<file path="config.mk">
export PLATFORM = sky130hd
export DESIGN_NAME = if_id_queue_flat
export DESIGN_NICKNAME = d
export VERILOG_FILES = /design/src/rtl/if_id_queue_if.sv /design/src/rtl/if_id_queue.sv /design/src/flat_wrapper.sv
export SDC_FILE = /design/constraint.sdc
export NUM_CORES = 1
export LEC_CHECK = 0
export ABC_AREA = 1
export BUFFER_PORTS_ARGS = -buffer_cell sky130_fd_sc_hd__buf_2
export CAP_MARGIN = 30
export CORE_MARGIN = 3
export CORE_UTILIZATION = 41
export DETAILED_ROUTE_END_ITERATION = 10
export SETUP_SLACK_MARGIN = 0.2
export SLEW_MARGIN = 20
export SYNTH_ARGS = -nofsm -noshare
export SYNTH_HDL_FRONTEND = slang
export SYNTH_SLANG_ARGS = --single-unit
</file>
<file path="constraint.sdc">
create_clock -name clk -period 11.08 [get_ports clk]
set_clock_uncertainty 0.1 [all_clocks]
set_input_delay 1.108 -clock clk [delete_from_list [all_inputs] [get_ports clk]]
set_output_delay 1.108 -clock clk [all_outputs]
set_load 0.005 [all_outputs]
</file>
<file path="src/rtl/if_id_queue_if.sv">
// Handshake bundle between fetch, the IF/ID queue and decode.
// slave is the queue's view; master is the view of whoever drives fetch/decode.
interface if_id_queue_if #(
    parameter int ADDR_W = 32,
    parameter int INST_W = 32,
    parameter int DEPTH  = 4
);
    localparam int CNT_W = $clog2(DEPTH + 1);

    logic              in_valid;
    logic              in_ready;
    logic [ADDR_W-1:0] pc_i;
    logic [INST_W-1:0] inst_i;
    logic              flush_i;
    logic              out_valid;
    logic              out_ready;
    logic [ADDR_W-1:0] pc_o;
    logic [INST_W-1:0] inst_o;
    logic [CNT_W-1:0]  count_o;

    modport master (
        output in_valid, pc_i, inst_i, flush_i, out_ready,
        input  in_ready, out_valid, pc_o, inst_o, count_o
    );

    modport slave (
        input  in_valid, pc_i, inst_i, flush_i, out_ready,
        output in_ready, out_valid, pc_o, inst_o, count_o
    );
endinterface

</file>
<file path="src/rtl/if_id_queue.sv">
// DEPTH-entry {pc, inst} FIFO between fetch and decode with EX flush.
// Empty queue presents BUBBLE_INST / pc 0 to decode; no empty bypass.
module if_id_queue #(
    parameter int                  ADDR_W      = 32,
    parameter int                  INST_W      = 32,
    parameter int                  DEPTH       = 4,
    parameter logic [INST_W-1:0]   BUBBLE_INST = '0
) (
    input  logic           clk,
    input  logic           rst,
    if_id_queue_if.slave   q
);
    localparam int PTR_W = $clog2(DEPTH);
    localparam int CNT_W = $clog2(DEPTH + 1);

    logic [ADDR_W-1:0] pc_mem   [DEPTH];
    logic [INST_W-1:0] inst_mem [DEPTH];

    logic [PTR_W-1:0] wr_ptr;
    logic [PTR_W-1:0] rd_ptr;
    logic [CNT_W-1:0] count;

    logic not_empty;
    logic not_full;
    logic push;
    logic pop;

    // Full/empty come from the occupancy count; equal pointers are ambiguous.
    assign not_empty = (count != '0);
    assign not_full  = (count < CNT_W'(DEPTH));

    assign push = q.in_valid  & not_full  & ~q.flush_i;
    assign pop  = not_empty   & q.out_ready & ~q.flush_i;

    always_ff @(posedge clk or negedge rst) begin
        if (!rst) begin
            wr_ptr <= '0;
            rd_ptr <= '0;
            count  <= '0;
        end else if (q.flush_i) begin
            wr_ptr <= '0;
            rd_ptr <= '0;
            count  <= '0;
        end else begin
            if (push) wr_ptr <= wr_ptr + PTR_W'(1);
            if (pop)  rd_ptr <= rd_ptr + PTR_W'(1);
            unique case ({push, pop})
                2'b10:   count <= count + CNT_W'(1);
                2'b01:   count <= count - CNT_W'(1);
                default: count <= count;
            endcase
        end
    end

    // Storage carries data only, so it is left out of reset.
    always_ff @(posedge clk) begin
        if (push) begin
            pc_mem[wr_ptr]   <= q.pc_i;
            inst_mem[wr_ptr] <= q.inst_i;
        end
    end

    assign q.in_ready  = not_full;
    assign q.out_valid = not_empty;
    assign q.count_o   = count;
    assign q.pc_o      = not_empty ? pc_mem[rd_ptr]   : '0;
    assign q.inst_o    = not_empty ? inst_mem[rd_ptr] : BUBBLE_INST;
endmodule
</file>
<file path="src/flat_wrapper.sv">
// flat-port wrapper written by rule: the top's interface ports become plain ports
module if_id_queue_flat 
#(
    parameter int                  ADDR_W      = 32,
    parameter int                  INST_W      = 32,
    parameter int                  DEPTH       = 4,
    parameter logic [INST_W-1:0]   BUBBLE_INST = '0
)
  (clk, rst, q_in_valid, q_pc_i, q_inst_i, q_flush_i, q_out_ready, q_in_ready, q_out_valid, q_pc_o, q_inst_o, q_count_o);
  if_id_queue_if #(.ADDR_W(ADDR_W), .INST_W(INST_W), .DEPTH(DEPTH)) q_i ();
  input  logic clk;
  input  logic rst;
  input wire logic [$bits(q_i.in_valid)-1:0] q_in_valid;
  input wire logic [$bits(q_i.pc_i)-1:0] q_pc_i;
  input wire logic [$bits(q_i.inst_i)-1:0] q_inst_i;
  input wire logic [$bits(q_i.flush_i)-1:0] q_flush_i;
  input wire logic [$bits(q_i.out_ready)-1:0] q_out_ready;
  output wire logic [$bits(q_i.in_ready)-1:0] q_in_ready;
  output wire logic [$bits(q_i.out_valid)-1:0] q_out_valid;
  output wire logic [$bits(q_i.pc_o)-1:0] q_pc_o;
  output wire logic [$bits(q_i.inst_o)-1:0] q_inst_o;
  output wire logic [$bits(q_i.count_o)-1:0] q_count_o;
  assign q_i.in_valid = q_in_valid;
  assign q_i.pc_i = q_pc_i;
  assign q_i.inst_i = q_inst_i;
  assign q_i.flush_i = q_flush_i;
  assign q_i.out_ready = q_out_ready;
  assign q_in_ready = q_i.in_ready;
  assign q_out_valid = q_i.out_valid;
  assign q_pc_o = q_i.pc_o;
  assign q_inst_o = q_i.inst_o;
  assign q_count_o = q_i.count_o;
  if_id_queue #(.ADDR_W(ADDR_W), .INST_W(INST_W), .DEPTH(DEPTH), .BUBBLE_INST(BUBBLE_INST)) u_core (.clk(clk), .rst(rst), .q(q_i));
endmodule
</file>
Word-level counts from Yosys, hierarchy flattened --
Memory sizes are Yosys's and may differ from the RTL's. Cells that the tools add are included.
Operators by class: $add $sub $neg 4, $lt $le $gt $ge 1, equal/unequal tests 2, muxes and demuxes 10, bitwise logic cells 5, reduce and logical (&&, ||, !) cells 4
Operator list (number):
- $mux 32 | 2
- $mux 2 | 4
- $pmux 3 s2 | 1
- $reduce_bool 3->1 | 2
- $add 2x1->2 const B | 2
- $and 1x1->1 | 4
- $reduce_bool 2->1 | 2
- $add 3x1->3 const B | 1
- $lt 3x3->1 const B | 1
- $mux 3 | 1
- $sub 3x1->3 const B | 1
- $eq 2x1->1 const B | 1
- $eq 2x2->1 const B | 1
- $mux 1 | 2
- $not 1->1 | 1
Storage, ports and cells: bits in registers 7, memory bits (writable) 256, output and inout port bits 69, logic and storage cells 31, memories 2
Memory list:
- u_core.inst_mem | depth 4, width 32, read ports 1, clocked after Yosys merged registers in 0, write ports 1, RTL line if_id_queue.sv:17 | logic [INST_W-1:0] inst_mem [DEPTH];
- u_core.pc_mem | depth 4, width 32, read ports 1, clocked after Yosys merged registers in 0, write ports 1, RTL line if_id_queue.sv:16 | logic [ADDR_W-1:0] pc_mem [DEPTH];

Depth between registers and ports, before layout --
depth in word-level cells 6, depth in mapped cells 11

Least setup slack after synthesis --
Ideal clock, no wire load.
kind input-to-reg, start point input q_in_valid, end point memory u_core.inst_mem[0][0], enable pin, arrival 4.071 ns, setup slack 6.423 ns, stages 4, path through nand2_1 > nor2_2 > inv_1 > nor2_1
On the way: word-level cells in the longest chain between the ends 4
Ends and longest elaborated chain:
- start, declared | RTL line flat_wrapper.sv:13 | input wire logic [$bits(q_i.in_valid)-1:0] q_in_valid;
- $and 1x1->1 (2 in series) | RTL line if_id_queue.sv:32 | assign push = q.in_valid & not_full & ~q.flush_i;
- $mux 1 | RTL line if_id_queue.sv:57 | if (push) begin
- $mux 1 (not written as such) | RTL line if_id_queue.sv:59 | inst_mem[wr_ptr] <= q.inst_i;
- end, declared | RTL line if_id_queue.sv:17
No other way between the ends.

Worst setup path in the final report --
start point register u_core.rd_ptr[0], end point output q_pc_o[8]
On the way: word-level cells in the longest chain between the ends 2
Ends and longest elaborated chain:
- start, declared | RTL line if_id_queue.sv:20 | logic [PTR_W-1:0] rd_ptr;
- start signal, assigned | RTL line if_id_queue.sv:46 | if (pop) rd_ptr <= rd_ptr + PTR_W'(1);
- $mem_v2 4x32
- $mux 32 | RTL line if_id_queue.sv:66 | assign q.pc_o = not_empty ? pc_mem[rd_ptr] : '0;
- end, declared | RTL line flat_wrapper.sv:20 | output wire logic [$bits(q_i.pc_o)-1:0] q_pc_o;
No other way between the ends.

==> results_dict.tcl <==
set metrics [dict create \
    outcome "finished, final reports clean" \
    synthArstFlopShare_pct 2.66 \
    crit_required_ns 9.87 \
    rr_startpoint "u_core.q.count_o[2]$_DFFE_PN0P_" \
    clock-sinks 263 \
    path_max_fanout 67 \
    grt_overflow_total 0 \
    synth_largest_area_cell "edfxtp_1" \
    yosysUniqueCellTypes 20 \
    drt_first_pass_iters 5 \
    finalMaxSlewViolations 0 \
    synth_commonest_cells "263 x nor2_1, 256 x edfxtp_1, 127 x o21ai_0" \
    clk_path_buf_depth 3 \
    crit_path_start_kind "flop" \
    dr_wl_met2_um 10700 \
    first_iter_violations 554 \
    yosysSeqAreaShare_pct 76.1 \
    worst_setup_path_end_kind "output port" \
    h-tree-depth 1 \
    setup_viol_count_final 0 \
    rows 57 \
    avgSynthCellArea_um2 12.6 \
    post_cts_resized 0 \
    stdcell_count 1293 \
    io_pins 138 \
    grt_pass1_vias 6207 \
    clkTransAtPathRegs_ns 0.06 \
    max_slew.worst_pin.slew_ns 0.915 \
    wl_um 22500 \
    core-area_um2 24500 \
    ctsHoldBuffers 0 \
    p_leak_nw 4.45 \
    syn-num-nets 891 \
    gr-usage-all-layers_pct 16.3 \
    cts-root-buf "clkbuf_16" \
    numCtsBuffers 27 \
    yosys-top-cells-area "edfxtp_1 74%, nor2_1 9.6%, o21ai_0 6.2%" \
    layout-drive-gt1-share_pct 20.4 \
    gp_congestion 0.762 \
    clk_latency_ns 0.51 \
    grt_start_max_net_pins 68 \
    fin_util_pct 49.7 \
    slew_headroom_pct 38.9 \
    grt_pass1_wl_um 34100 \
    routed.top_layer "met5" \
    synth_cells 817 \
    cts_tree "built" \
    finalSetupTns_ns 0 \
    synth_area_um2 10300 \
    synth_top_area_share_pct 74.4 \
    hold_viol 0 \
    crit_start "u_core.rd_ptr[0]$_DFFE_PN0P_" \
    dieWidth_um 165 \
    worstSetupPathType "reg -> out" \
    viasPerCell 4.97 \
    yosysMostFrequentCell "nor2_1" \
    antenna_found_initial 4 \
    drv_cap 0 \
    placed_cells 1241 \
    ys_ff_latch 263 \
    num_vias 6430 \
    wl_per_cell_um 17.4 \
    hold_path_class "in -> async" \
    synth-edff-count 256 \
    start_util_pct 42.1 \
    ant_nets 0 \
    ir_drop_mv 0.141 \
    rsz0062_at_grt "false" \
    drc 0 \
    nets 1021 \
    post_cts_buffers 0 \
    ys_warn_count 0 \
    powerDensity_nw_per_um2 177 \
    wl_met3_um 1510 \
    m1WireLength_um 9720 \
    dp.final_hpwl_um 12400 \
    min_period_ns 4.18 \
    finalCritPeriodShare_pct 37.8 \
    die_area_um2 27100 \
    reg2reg_slack_ns 8.25 \
    ys.flop_type "edfxtp_1" \
    cp.arrival_ns 2.98 \
    max_freq_mhz 239 \
    die_h_um 165 \
    area_growth_pct 18.0 \
    io_buffers 137 \
]
==> flip-flops by register name, summed over array words and instances (netlist names) <==
name	flops
u_core.inst_mem	128
u_core.pc_mem	128
u_core.q.count_o	3
u_core.rd_ptr	2
u_core.wr_ptr	2
==> cell families (layout without fill, tap and decap cells) <==
| family | after synthesis | in the layout | synth area share (%) |
|---|---|---|---|
| XOR/XNOR | 1 | 1 | 0.0848 |
| AND/OR/NAND/NOR | 287 | 287 | 10.5 |
| other | 0 | 1 | 0 |
| buffers and inverters | 62 | 213 | 2.99 |
| adder cells (fa/ha/maj) | 5 | 5 | 0.678 |
| flip-flops | 263 | 263 | 76.1 |
| AO/OA/AOI/OAI | 199 | 199 | 9.64 |
==> power breakdown <==
group | total [mW] | internal (mW) | leakage (nW) | switching, mW
Clock | 0.857 | 0.508 | 0.414 | 0.349
Combinational | 0.173 | 0.0560 | 1.62 | 0.117
Sequential | 1.13 | 1.12 | 2.42 | 0.00855
Total | 2.16 | 1.68 | 4.45 | 0.475
==> through the flow <==
| step | power (mW) | area [um2] | setup slack, ns | hold WS (ns) |
|---|---|---|---|---|
| global placement | 1.32 | 11300 | 7.43 | 0.450 |
| detailed placement | 1.33 | 11300 | 7.40 | 0.457 |
| finish | 2.16 | 12200 | 6.90 | 0.326 |
| CTS | 2.18 | 12200 | 6.84 | 0.309 |
| floorplan | 1.25 | 10300 | 6.42 | 0.443 |
| global route | 2.25 | 12200 | 6.60 | 0.308 |
==> worst max-delay path, cell delays in order, from the launching register on <==
cell and delay (ns):
dfrtp_4 0.60, clkinv_2 0.60, buf_4 0.60, o21ai_0 0.18, a21oi_1 0.24, buf_2 0.16
==> routing by layer <==
metal | vias up | global-route usage [%]
met1 | 3061 | 21.8
li1 | 3144 | -
met3 | 44 | 4.16
met4 | 8 | 4.31
met5 | - | 0
met2 | 173 | 26.7
==> layout by cell type, fill, tap and decap left out, types with 5 or more instances in the layout <==
cell type,n
clkbuf_16,27
buf_4,9
nor2_1,259
a21oi_1,68
o21ai_0,127
buf_2,137
clkinv_2,5
clkbuf_1,9
dfrtp_1,5
clkinv_1,5
inv_1,10
edfxtp_1,256
nand2_1,20
==> area by class of cell <==
class | count | area (um2)
diodes | 1 | 2.50
flip-flops and latches | 263 | 7870
clock buffers | 38 | 737
fillers | 2146 | 12300
clock inverters | 12 | 108
well taps | 324 | 405
multi-input cells | 492 | 2190
inverters | 14 | 53.8
repair buffers | 149 | 828
==> final timing paths <==
| kind | end | cells past startpoint |
|---|---|---|
| setup / recovery | q_pc_o[8] | 5 |
| hold / removal | u_core.q.count_o[2]$_DFFE_PN0P_ | 1 |
| setup reg to reg | u_core.inst_mem[1][11]$_DFFE_PP_ | 6 |
| hold reg to reg | u_core.q.count_o[2]$_DFFE_PN0P_ | 2 |
| max in group asynchronous | u_core.rd_ptr[0]$_DFFE_PN0P_ | 1 |
| min in group clk | u_core.q.count_o[2]$_DFFE_PN0P_ | 2 |
No activity file was read; power rests on OpenSTA's default activity.
